===== src/rtl/global_defs.sv =====
// Shared definitions for the parser-to-queue request path: opcodes, issuer
// states and the request word handed to the queue.
package global_defs;

  localparam int DEF_TIME_W = 64;
  localparam int DEF_ADDR_W = 33;

  typedef enum logic [1:0] {
    READ   = 2'd0,
    WRITE  = 2'd1,
    IFETCH = 2'd2
  } opcode_t;

  typedef enum logic [1:0] {
    IDLE,
    WAIT_TIME,
    ISSUE,
    DONE
  } issuer_state_t;

  typedef struct packed {
    logic                  op_ready_s;
    opcode_t               opcode;
    logic [DEF_ADDR_W-1:0] address;
    logic [DEF_TIME_W-1:0] time_cpu;
  } parser_out_struct_t;

endpackage


===== src/rtl/issuer_stats.sv =====
// Saturating statistics for the request issuer: acceptances per opcode and
// cycles spent stalled on a full queue.
module issuer_stats #(
  parameter int STALL_W = 32
) (
  input  logic               clk,
  input  logic               rst,
  input  logic               accept,
  input  logic [1:0]         accept_opcode,
  input  logic               full_stall,
  output logic [STALL_W-1:0] stat_issued [0:2],
  output logic [STALL_W-1:0] stat_full_stall
);

  always_ff @(posedge clk) begin
    if (rst) begin
      for (int i = 0; i < 3; i++) begin
        stat_issued[i] <= '0;
      end
      stat_full_stall <= '0;
    end else begin
      // An opcode of 3 never matches a counter and is simply not counted.
      for (int i = 0; i < 3; i++) begin
        if (accept && accept_opcode == 2'(i) && stat_issued[i] != '1) begin
          stat_issued[i] <= stat_issued[i] + 1'b1;
        end
      end
      if (full_stall && stat_full_stall != '1) begin
        stat_full_stall <= stat_full_stall + 1'b1;
      end
    end
  end

endmodule


===== src/rtl/request_issuer.sv =====
// Producer side of the parser-to-queue interface: holds one trace entry,
// tracks simulated CPU time and issues the entry once due. Defining
// ISSUER_STATS_EN adds the STALL_W parameter and the statistics outputs.
module request_issuer
  import global_defs::*;
#(
  parameter int TIME_W = DEF_TIME_W,
  parameter int ADDR_W = DEF_ADDR_W
`ifdef ISSUER_STATS_EN
  ,
  parameter int STALL_W = 32
`endif
) (
  input  logic               clk,
  input  logic               rst,
  input  logic               ld_valid,
  output logic               ld_ready,
  input  logic [TIME_W-1:0]  ld_time,
  input  logic [1:0]         ld_opcode,
  input  logic [ADDR_W-1:0]  ld_addr,
  input  logic               ld_last,
  input  logic               queue_full,
  input  logic               queue_empty,
  output parser_out_struct_t out,
  output logic [TIME_W-1:0]  sim_time,
  output logic               done
`ifdef ISSUER_STATS_EN
  ,
  output logic [STALL_W-1:0] stat_issued [0:2],
  output logic [STALL_W-1:0] stat_full_stall
`endif
);

  issuer_state_t     state;
  logic [TIME_W-1:0] held_time;
  opcode_t           held_opcode;
  logic [ADDR_W-1:0] held_addr;
  logic              held_last;
  logic              rst_hold;
  logic              accept;

  // The loader is refused for the first cycle after reset releases.
  assign ld_ready = (state == IDLE) && !rst_hold;
  assign accept   = (state == ISSUE) && out.op_ready_s && !queue_full;

  always_ff @(posedge clk) begin
    if (rst) begin
      state       <= IDLE;
      sim_time    <= '0;
      out         <= '0;
      done        <= 1'b0;
      rst_hold    <= 1'b1;
      held_time   <= '0;
      held_opcode <= READ;
      held_addr   <= '0;
      held_last   <= 1'b0;
    end else begin
      rst_hold <= 1'b0;
      case (state)
        IDLE: begin
          sim_time <= sim_time + 1'b1;
          if (ld_valid && ld_ready) begin
            held_time   <= ld_time;
            held_opcode <= opcode_t'(ld_opcode);
            held_addr   <= ld_addr;
            held_last   <= ld_last;
            state       <= WAIT_TIME;
          end
        end

        // An empty queue means nothing is in flight, so time can jump ahead.
        WAIT_TIME: begin
          if (sim_time >= held_time) begin
            sim_time <= sim_time + 1'b1;
            state    <= ISSUE;
          end else if (queue_empty) begin
            sim_time <= held_time;
            state    <= ISSUE;
          end else begin
            sim_time <= sim_time + 1'b1;
          end
        end

        // First ISSUE cycle presents the entry; it then stays frozen until taken.
        ISSUE: begin
          sim_time <= sim_time + 1'b1;
          if (!out.op_ready_s) begin
            out.op_ready_s <= 1'b1;
            out.opcode     <= held_opcode;
            out.address    <= held_addr;
            out.time_cpu   <= held_time;
          end else if (!queue_full) begin
            out.op_ready_s <= 1'b0;
            done           <= held_last;
            state          <= held_last ? DONE : IDLE;
          end
        end

        DONE: begin
          sim_time <= sim_time + 1'b1;
          done     <= 1'b1;
        end

        default: state <= IDLE;
      endcase
    end
  end

`ifdef ISSUER_STATS_EN
  issuer_stats #(
    .STALL_W(STALL_W)
  ) u_stats (
    .clk            (clk),
    .rst            (rst),
    .accept         (accept),
    .accept_opcode  (out.opcode),
    .full_stall     ((state == ISSUE) && out.op_ready_s && queue_full),
    .stat_issued    (stat_issued),
    .stat_full_stall(stat_full_stall)
  );
`endif

endmodule

===== config.mk =====
export PLATFORM = sky130hd
export DESIGN_NAME = request_issuer
export DESIGN_NICKNAME = d
export VERILOG_FILES = /design/src/rtl/global_defs.sv /design/src/rtl/issuer_stats.sv /design/src/rtl/request_issuer.sv
export SDC_FILE = /design/constraint.sdc
export NUM_CORES = 1
export LEC_CHECK = 0
export ABC_CLOCK_PERIOD_IN_PS = 5650
export CAP_MARGIN = 20
export CORE_ASPECT_RATIO = 0.5
export CORE_MARGIN = 5
export CORE_UTILIZATION = 50
export CTS_CLUSTER_SIZE = 8
export DETAILED_ROUTE_END_ITERATION = 8
export PLACE_DENSITY_LB_ADDON = 0.15
export SLEW_MARGIN = 20
export SYNTH_ARGS = -nofsm -noshare
export SYNTH_HDL_FRONTEND = slang
export SYNTH_HIERARCHICAL = 1
export SYNTH_SLANG_ARGS = --single-unit

===== constraint.sdc =====
create_clock -name clk -period 5.65 [get_ports clk]
set_clock_uncertainty 0.1 [all_clocks]
set_input_delay 1.13 -clock clk [delete_from_list [all_inputs] [get_ports clk]]
set_output_delay 1.13 -clock clk [all_outputs]
set_load 0.01 [all_outputs]

Word-level counts from Yosys, hierarchy flattened
Cells that the tools add are included.
{"block": "totals", "reg_bits": 268, "input_bits": 105, "out_inout_bits": 166, "word_cells": 49}
{"block": "classes", "addsub": 1, "order_cmp": 1, "eq_ne": 7, "mux": 16, "bitwise": 1, "reduce_logical": 11}
{"operator": "64-bit 2-to-1 mux", "n": 2}
{"operator": "64-bit one-hot mux with 2 select lines", "n": 1}
{"operator": "64-bit by 1-bit adder with 64-bit output (second input constant)", "n": 1}
{"operator": "64-bit greater-or-equal comparator", "n": 1}
{"operator": "2-bit 2-to-1 mux", "n": 6}
{"operator": "2-bit one-hot mux with 3 select lines", "n": 1}
{"operator": "1-bit 2-to-1 mux", "n": 5}
{"operator": "5-bit AND reduction", "n": 1}
{"operator": "2-bit equality test (second input constant)", "n": 2}
{"operator": "2-bit inequality test (second input constant)", "n": 2}
{"operator": "2-bit AND reduction", "n": 2}
{"operator": "3-bit inequality test (second input constant)", "n": 1}
{"operator": "3-bit AND reduction", "n": 1}
{"operator": "3-bit nonzero test", "n": 1}
{"operator": "3-bit OR reduction", "n": 1}
{"operator": "2-bit by 1-bit equality test with 1-bit output (second input constant)", "n": 1}
{"operator": "1-bit logical AND", "n": 2}
{"operator": "2-bit logical NOT", "n": 1}
{"operator": "2-bit by 1-bit inequality test with 1-bit output (second input constant)", "n": 1}
{"operator": "1-bit one-hot mux with 2 select lines", "n": 1}
{"operator": "2-bit nonzero test", "n": 1}
{"operator": "1-bit logical NOT", "n": 1}
{"operator": "1-bit NOT", "n": 1}

Longest topological paths before layout
{"block": "depth", "word_depth": 5, "mapped_depth": 11, "depth_no_buf": 9}

Least setup slack after synthesis
Ideal clock, no wire load.
{"block": "synth_path", "kind": "reg-to-reg", "start": "register sim_time[61]", "end": "register sim_time[0]", "setup_time_ps": 134, "t_arrival_ps": 2479, "required_ps": 5416, "setup_slack_ps": 2937, "path_stages_with_launch": 11, "n_path_buf": 2, "period_less_slack_ps": 2713, "path_cell_list": "dfxtp_1 -> ha_1 -> a21o_1 -> a21o_1 -> a221o_1 -> a2111o_1 -> a21o_1 -> buf_6 -> buf_2 -> nor4_1 -> a211oi_1"}
{"block": "synth_between", "elab_chain_len": 3}
{"element": "start, declared", "line": "request_issuer.sv:25", "source": "output logic [TIME_W-1:0] sim_time,"}
{"element": "start signal, assigned", "line": "request_issuer.sv:61", "source": "sim_time <= sim_time + 1'b1;"}
{"element": "start signal, assigned", "line": "request_issuer.sv:74", "source": "sim_time <= sim_time + 1'b1;"}
{"element": "start signal, assigned", "line": "request_issuer.sv:77", "source": "sim_time <= held_time;"}
{"element": "64-bit greater-or-equal comparator", "line": "request_issuer.sv:73", "source": "if (sim_time >= held_time) begin"}
{"element": "64-bit 2-to-1 mux", "line": "request_issuer.sv:73"}
{"element": "64-bit one-hot mux with 2 select lines", "line": "request_issuer.sv:59", "source": "case (state)"}
Every way passes these cells.
A chain may end at the register's enable or synchronous reset.

Worst setup path after layout
{"block": "layout_path", "start": "register held_time[62]", "end": "register sim_time[31]"}
{"block": "layout_between", "elab_chain_len": 3}
{"element": "start, declared", "line": "request_issuer.sv:35", "source": "logic [TIME_W-1:0] held_time;"}
{"element": "start signal, assigned", "line": "request_issuer.sv:63", "source": "held_time <= ld_time;"}
{"element": "64-bit greater-or-equal comparator", "line": "request_issuer.sv:73"}
{"element": "64-bit 2-to-1 mux", "line": "request_issuer.sv:73"}
{"element": "64-bit one-hot mux with 2 select lines", "line": "request_issuer.sv:59"}
Every way passes these cells.

==> results.py <==
metrics = {
    "outcome": {
        "status": "finished clean",
    },
    "yosys": {
        "synth_seq_cells": 268,
        "ys.flop_type": "dfxtp_1",
        "syn_area_um2": 12310,
        "yosysWarnings": 6,
        "muxShareOfSynthArea": 0,
        "synth_most_common_cell": "nand2_1",
        "synth_compound_gate_area_share": 0.1619,
        "synth_cell_types": 47,
        "synth_xor_area_frac": 0.04341,
        "synth_area_leaders": "dfxtp_1, nand2_1, a21oi_1, ha_1, a211oi_1",
        "synthTopCellsByCount": "nand2_1, dfxtp_1, a21oi_1, clkbuf_1, inv_1",
        "syn_area_per_cell_um2": 7.895,
        "yosysTopAreaCell": "dfxtp_1",
        "synthAdderAreaFrac": 0.07116,
        "ys_seq_area_frac": 0.4359,
        "synth_nets": 1734,
        "synth-edff-count": 0,
        "synth_top_area_frac": 0.4359,
        "syn_inst": 1559,
        "synth_top_family_by_area": "simple AND/OR/NAND/NOR gates",
        "synthSimpleGateAreaFrac": 0.2315,
        "synth-async-reset-ratio": 0,
    },
    "worst_setup_path": {
        "reg2reg_from": "held_time[62]",
        "r2r_cells": 10,
        "r2r_end": "sim_time[31]",
        "start_kind": "flop",
        "cp_data_required_time_ns": 5.96,
        "critPathArrivalTime_ns": 3.88,
        "end_kind": "flop",
        "reg2reg_slack_ns": 2.08,
        "critPathKind": "reg -> reg",
        "cp_max_fo": 30,
    },
    "finish": {
        "seqCellArea_um2": 5365,
        "fillCellCount": 2099,
        "area_growth_pct": 32.19,
        "multiInputGateArea_um2": 6306,
        "nNetsFinal": 1956,
        "layout-drive-gt1-share": 0.04094,
        "antenna_cells": 0,
        "final_cell_area_um2": 16270,
    },
    "timing": {
        "setup_violations": 0,
        "setup_tns_ns": 0,
        "slew-limit-headroom": 0.2590,
        "worstMarginPinSlew_ns": 1.108,
        "grt_setup_unrepaired": "false",
        "finalCritPeriodShare": 0.6321,
        "min_period_ns": 3.572,
        "fmax_ghz": 0.2800,
        "setup_ws_ns": 2.078,
        "finalMaxSlewViolations": 0,
        "whs_ns": 0.3450,
        "hold_viol": 0,
    },
    "global_route": {
        "grt_max_degree": 122,
        "antenna_found_initial": 1,
        "grt-ovfl-total": 0,
        "grtUsageTotal": 0.2573,
        "grt_pass1_vias": 11634,
        "grt_pass1_wl_um": 59640,
    },
    "cts": {
        "clk_latency_ns": 0.53,
        "cts_tree": "yes",
        "cts_num_sinks": 268,
        "postCtsSetupBuffers": 0,
        "cts_buffer_depth": 3,
        "cts_resized": 0,
        "ctsRootBufferMaster": "clkbuf_16",
        "cts_hold_repair.buffers": 0,
        "path_clk_slew_ns": 0.05,
        "numCtsBuffers": 39,
        "cts_max_level": 2,
    },
    "route": {
        "met3_length_um": 2806,
        "drc": 0,
        "drt-met1-wl_um": 16420,
        "vias_per_cell": 5.588,
        "route.vias.total": 11841,
        "routed_wl_um": 37480,
        "routedWlPerCell_um": 17.69,
        "met2_length_um": 17400,
        "drt_iter0_markers": 701,
        "top_layer": "met5",
        "firstDrtPassIters": 5,
        "ant_nets": 0,
    },
    "floorplan": {
        "dieHeight_um": 120.9,
        "die_area_um2": 28040,
        "initial_core_util": 0.5102,
        "core_um2": 24120,
        "io_pins": 271,
        "fp.dieW_um": 231.9,
        "rows": 40,
    },
    "power_and_ir_drop": {
        "pwr_density_cell_nw_per_um2": 512.5,
        "ir_drop_mv": 0.6887,
        "leakage_nw": 5.715,
    },
    "worst_hold_path": {
        "min-delay-start": "held_addr[15]",
        "min_path_cells": 2,
        "holdPathEnd": "out[79]",
        "hold_class": "reg -> reg",
    },
    "placed_design": {
        "dp_hpwl_um": 25010,
        "port_buffers": 270,
        "dpl_cell_area_um2": 15130,
        "routabilityCongestion": 0.8656,
        "pre_cts_ws_ns": 1.621,
    },
    "run": {
        "max-cap-violations": 0,
    },
}
## cells by family (layout without fill, tap and decap cells)
group	after synthesis	in the layout
and+or+nand+nor	648	648
buffers and inverters	175	399
adders and majority gates	70	70
DFF	268	268
AOI/OAI and AO/OA	337	337
xor gates and xnor gates	61	61
## cells in the final DEF (no fill, tap or decap), types with 2 or more instances in the layout
cell             Yosys  layout
or4_1                2       2
a31oi_1              7       7
inv_1               76      76
dfxtp_1            268     268
a221oi_1             3       3
xnor2_1             38      38
nand4_1             46      46
nor2b_1              3       3
buf_16               0       2
a21oi_1            224     224
a221o_1              2       2
o31ai_1              3       3
a211oi_1            53      53
nand3_1             31      30
xor2_1              23      23
ha_1                70      70
nor4_1              49      49
and3_1               7       7
o2111ai_1            3       3
nand2_1            437     435
nor2_1              36      35
o211a_1             13      13
o211ai_1             3       3
nand2b_1             4       3
a21o_1               5       4
nor3_2               1       2
buf_4                3       6
o21ai_0             12      12
clkbuf_16            0      40
nor3_1              14      13
and4_1               3       3
and2_1               8       7
clkdlybuf4s50_1      0     269
or2_2                4       4
## area by class of cell
class                           instances  share of cell area
Tap cell                              336             0.02584
Clock inverter                          3            0.003384
Timing Repair Buffer                  280              0.1744
Multi-Input combinational cell       1116              0.3876
Inverter                               76             0.01753
Clock buffer                           40             0.06152
Sequential cell                       268              0.3297
## registers in the layout (all words and copies together), names as in the netlist
signal,flops
out,100
held_time,64
sim_time,64
held_addr,33
held_opcode,2
state,2
done,1
held_last,1
rst_hold,1
## critical path: stages, from the launching register on
cell     delay, ns
dfxtp_1       0.42
inv_1         0.07
ha_1          0.29
nand4_1       0.17
nor4_1        0.54
and3_1        0.38
a21o_2        0.66
buf_16        0.24
nor3_2        0.06
buf_4         0.26
o211a_1       0.26
## report_power, final
group	total, mW	switching [mW]	leakage [nW]	internal [mW]
clock	2.08	0.795	0.518	1.29
combinational	3.60	2.13	3.02	1.47
sequential	2.65	0.452	2.17	2.20
## stage by stage
step / util / cells / total power, mW
after floorplan: - / 1559 / 4.752
after global placement: 0.6268 / 2073 / 5.931
after detailed placement: 0.6271 / 2073 / 6.037
after CTS: 0.6709 / 2116 / 8.156
after global routing: 0.6745 / 2119 / 8.810
final: 0.6745 / 2119 / 8.339
## routing by layer
metal  track usage  vias up
met5             0        -
met4       0.06969        2
met3       0.06827       66
met2        0.4295      361
met1        0.3326     5635
li1              -     5777
## worst max path at each step
stage / start / end / slack (ns)
3_3_place_gp: queue_empty / sim_time[41] / 1.68
4_1_cts: sim_time[43] / sim_time[41] / 1.83
3_5_place_dp: queue_empty / sim_time[41] / 1.62
6_report: held_time[62] / sim_time[31] / 2.08
5_1_grt: held_time[61] / sim_time[39] / 1.93
2_1_floorplan: sim_time[61] / sim_time[0] / 2.94
(Power assumes the default switching activity.)
==> variant 1, RTL diff (config.mk and constraints unchanged) <==
`DEF_TIME_W`: 64 -> 56.
--- a/src/rtl/global_defs.sv
+++ b/src/rtl/global_defs.sv
@@ -4,3 +4,3 @@
 
-  localparam int DEF_TIME_W = 64;
+  localparam int DEF_TIME_W = 56;
   localparam int DEF_ADDR_W = 33;
Interface: changed (resized ld_time, out and sim_time); port bits go from 271 to 247. The function was not compared with the original's and may differ.
==> variant 1 against the unedited design <==
  * Worst setup slack got worse by 0.18 ns
  * Area after synthesis decreased by 9.0%
  * Routed wire length decreased by 14%
  * Non-clock buffer count down 24
  * Sequential cell count down 24
  * Power fell by 25%
  * Critical endpoint is now sim_time[33]
  * Final area is 9.2% lower
  * Synthesized cell count decreased by 11%
  * Count of clock-buffer cells in the layout down 3
  * Die area is 8.5% lower
==> variant 1: results (changes against the unedited design) <==
Route:
- The per-cell via count in the routed design is 5.47 (-2.2%).
- The violation count after the first detailed-route iteration is 728 (+3.9%).
- The average detailed-routed wire length per instance is 17.1 microns (-3.4%).

Setup path:
- The capture point of the worst reg-to-reg path is sim_time[33].
- The longest individual stage delay on the worst path is 0.83 ns (+0.17 ns).
- The startpoint identified for the worst register-to-register timing path is held_time[55].
- The critical-path cell with the highest stage delay is nand2_2.
- The highest fanout seen on the critical path is 42 (+40%).

CTS:
- The CTS buffer count came to 36 (-7.7%).
- The clock insertion delay at the later pin of the skew report is 0.51 ns (-0.02 ns).

Outcome:
- The flow ran to the end, and the final reports show no timing, DRC or antenna violations.

Final layout:
- In the final layout, the registers with the most flip-flops are out: 92 flops, held_time: 56 flops, sim_time: 56 flops.
- The ratio of cells with drive above 1 in the final layout is 6.28% (+2.2 points).
- The fill cell instance count of the final layout is 1796 (-14%).
- The number of nets in the layout is 1749 (-11%).

Logic synthesis:
- The number of library cell types mapped by synthesis came to 51 (+8.5%).
- After synthesis, the cell types taking the most area are dfxtp_1, nand2_1, a21oi_1.
- The number of nets in the synthesized netlist came to 1543 (-11%).

Global route:
- The global-route wire length before repair is 52500 microns (-12%).

Place:
- The number of input and output port buffers inserted was 246 (-8.9%).
- The detailed placement HPWL is 22000 microns (-12%).
- The final weighted congestion of routability-driven global placement is 0.872 (+0.75%).

Power:
- The maximum ir drop on the vdd rail is 182 uV (-74%).
- The static power due to leakage is 5.20 nW (-8.9%).
- The switching power as a share of total power came to 34.5% (-6.0 points).

Timing:
- The max-slew headroom at the worst pin is 28.8% (+2.9 points).

Worst hold path:
- The endpoint of the worst hold-timing path is out[59].
- The launch point of the worst hold path is held_addr[3].
## variant 1: cells by family (layout without fill, tap and decap cells)
kind of cell | Yosys count | count (layout) | synth area share, %
simple gates | 556 | 556 | 21.9
compound gates | 315 | 315 | 17.4
flops | 244 | 244 | 43.6
buf+inv | 151 | 359 | 5.73
fa+ha+maj | 62 | 62 | 6.93
xor+xnor | 54 | 54 | 4.22
mux | 2 | 2 | 0.190
## variant 1: power by group through the flow
stage | combinational [mW] | clock, mW | sequential [mW]
floorplan | 1.26 | 0 | 2.27
global placement | 2.01 | 0 | 2.27
detailed placement | 2.07 | 0 | 2.28
CTS | 2.09 | 1.97 | 2.24
global route | 2.31 | 2.05 | 2.28
finish | 2.09 | 1.93 | 2.25
## variant 1: layout make-up
cell class / instances / area [sq um] / share of cell area (%)
Timing Repair Buffer: 256 / 2590 / 17.6
Tap cell: 300 / 375 / 2.54
Multi-Input combinational cell: 989 / 5710 / 38.7
Sequential cell: 244 / 4880 / 33.1
Clock buffer: 37 / 926 / 6.27
Clock inverter: 3 / 47.5 / 0.322
Inverter: 63 / 236 / 1.60
## variant 1: metal layers
metal,global-route usage [%],up-vias,wire [microns]
met3,7.14,42,2220
met4,5.70,2,522
met1,31.8,4959,14600
li1,-,5095,-
met5,0,-,13
met2,41.1,245,14900
## variant 1: per-stage QoR
step	cell area (sq um)	hold WS, ns	utilization (%)	cells	power, mW
floorplan	11200	0.332	-	1384	3.54
global placement	13700	0.336	62.9	1849	4.28
detailed placement	13800	0.342	63.0	1850	4.35
CTS	14700	0.349	67.5	1890	6.30
global route	14800	0.368	67.7	1892	6.64
finish	14800	0.349	67.7	1892	6.27
==> variant 2, RTL diff (same flow settings) <==
Made on the original files. Reset style: asynchronous (`rst`), changed in one clocked block.
--- a/src/rtl/request_issuer.sv
+++ b/src/rtl/request_issuer.sv
@@ -45,3 +45,3 @@
 
-  always_ff @(posedge clk) begin
+  always_ff @(posedge clk or posedge rst) begin
     if (rst) begin
Check against the original RTL: differs if rst is asserted again (counterexample within 4 cycles, from zero or initial values and one cycle with rst high); with rst held inactive, the same outputs for 4 cycles.
==> variant 2 against the unedited design <==
  * Power increased by 21%
  * Critical endpoint is now sim_time[16]
  * Via count decreased by 24%
  * Worst setup slack got worse by 0.17 ns
  * Sequential share of layout area increased by 7.1 points
  * Sequential cell count unchanged
  * Area after synthesis increased by 2.3%
  * Worst hold slack improved by 0.030 ns
  * Non-clock buffer count decreased by 3
  * Final area increased by 2.8%
  * Routed wire length decreased by 16%
==> variant 2: results (changes against the unedited design) <==
Route:
- The per-cell via count in the routed design is 5.30 (-5.1%).
- The violation count after the first detailed-route iteration is 513 (-27%).
- The total length of routed met2 wires is 15400 microns (-11%).
- The detailed-routed wire length on met3 is 1980 microns (-30%).
- The wire length the detailed router placed on met1 was 13400 microns (-19%).
- The average detailed-routed wire length per instance is 18.7 microns (+5.9%).

Final layout:
- The end-of-flow core utilization is 66.9% (-0.52 points).
- The number of nets in the layout came to 1508 (-23%).
- The ratio of cells with drive above 1 in the final layout was 15.4% (+11 points).
- The post-layout instance count excluding filler cells was 1686 (-20%).
- The fill cell instance count of the final layout is 1925 (-8.3%).

Timing:
- The max-slew headroom at the worst pin is 38.3% (+12 points).
- The worst hold slack across all endpoints is 0.375 ns (+0.0301 ns).
- The minimum clock period came to 3.75 ns (+0.174 ns).

Setup path:
- The depth of the worst register-to-register path is 9 (-1).
- The highest fanout seen on the critical path is 34 (+13%).
- The longest individual stage delay on the worst path is 0.63 ns (-0.03 ns).

Place:
- The number of cells in the design after placement is 1636 (-21%).
- The detailed placement HPWL is 22100 microns (-12%).
- The cell area after placement was 0.0156 sq mm (+3.3%).
- The minimum setup slack after placement was 1.87 ns (+0.248 ns).
- The final weighted congestion of routability-driven global placement was 0.896 (+3.5%).

Power:
- The net switching component of the power is 3.54 mW (+4.8%).
- The part of the total power dissipated in combinational logic came to 43.1% (about the same).
- The static power due to leakage came to 7.72 nW (+35%).
- The switching power as a share of total power is 35.2% (-5.3 points).
- The sequential logic power is 3.59 mW (+35%).

Global route:
- The met3 track demand over resource was 6.15% (-0.68 points).
- The pin count of the biggest net entering global routing came to 169 (+39%).
- The met1 track demand over resource in global routing was 28.4% (-4.9 points).
- The global-route wire length before repair is 50800 microns (-15%).
- The met2 usage in global routing is 37.7% (-5.3 points).
- The number of global-route vias before repair is 9654 (-17%).

Logic synthesis:
- The portion of the post-synthesis area used by sequential elements is 53.3% (+9.7 points).
- After synthesis, the most frequently instantiated cells are dfrtp_1, mux2_2, nand2_1.
- The async set-or-reset flop fraction in the synthesized netlist is 100% (+100 points).
- The number of nets in the synthesized netlist is 1231 (-29%).
- Ranked by total cell area, the synthesized netlist is headed by dfrtp_1, mux2_2, ha_1.
- The number of library cell types mapped by synthesis was 42 (-11%).

Outcome:
- The flow ran to the end, and the final reports show no timing, DRC or antenna violations.

Worst hold path:
- The launch point of the worst hold path is out[39].
[variant 2: cell count changes after synthesis, moves of 62 or more]
cell	delta
dfxtp_1	-268
mux2_2	+142
a21oi_1	-200
nand2_1	-341
o21ai_0	+62
dfrtp_1	+267
[variant 2: worst min path at each step]
stage | endpoint | cells after the start
final | out[39] | 2
after global routing | out[9] | 2
after CTS | out[39] | 2
after global placement | out[43] | 2
after floorplan | out[95] | 1
after detailed placement | out[40] | 2
[variant 2: area by class of cell]
type | count | area share, %
diodes | 1 | 0.0150
well taps | 344 | 2.57
flip-flops and latches | 268 | 40.1
clock buffers | 48 | 6.29
inverters | 71 | 1.62
repair buffers | 277 | 16.6
multi-input cells | 676 | 32.6
clock inverters | 1 | 0.180
[variant 2: cell families after synthesis]
logic type / synth area share (%)
buffers and inverters: 3.59
AOI/OAI and AO/OA: 5.12
muxes: 17.8
other: 0.0298
DFF: 53.3
and+or+nand+nor: 8.93
adders and majority gates: 6.95
xor gates and xnor gates: 4.31
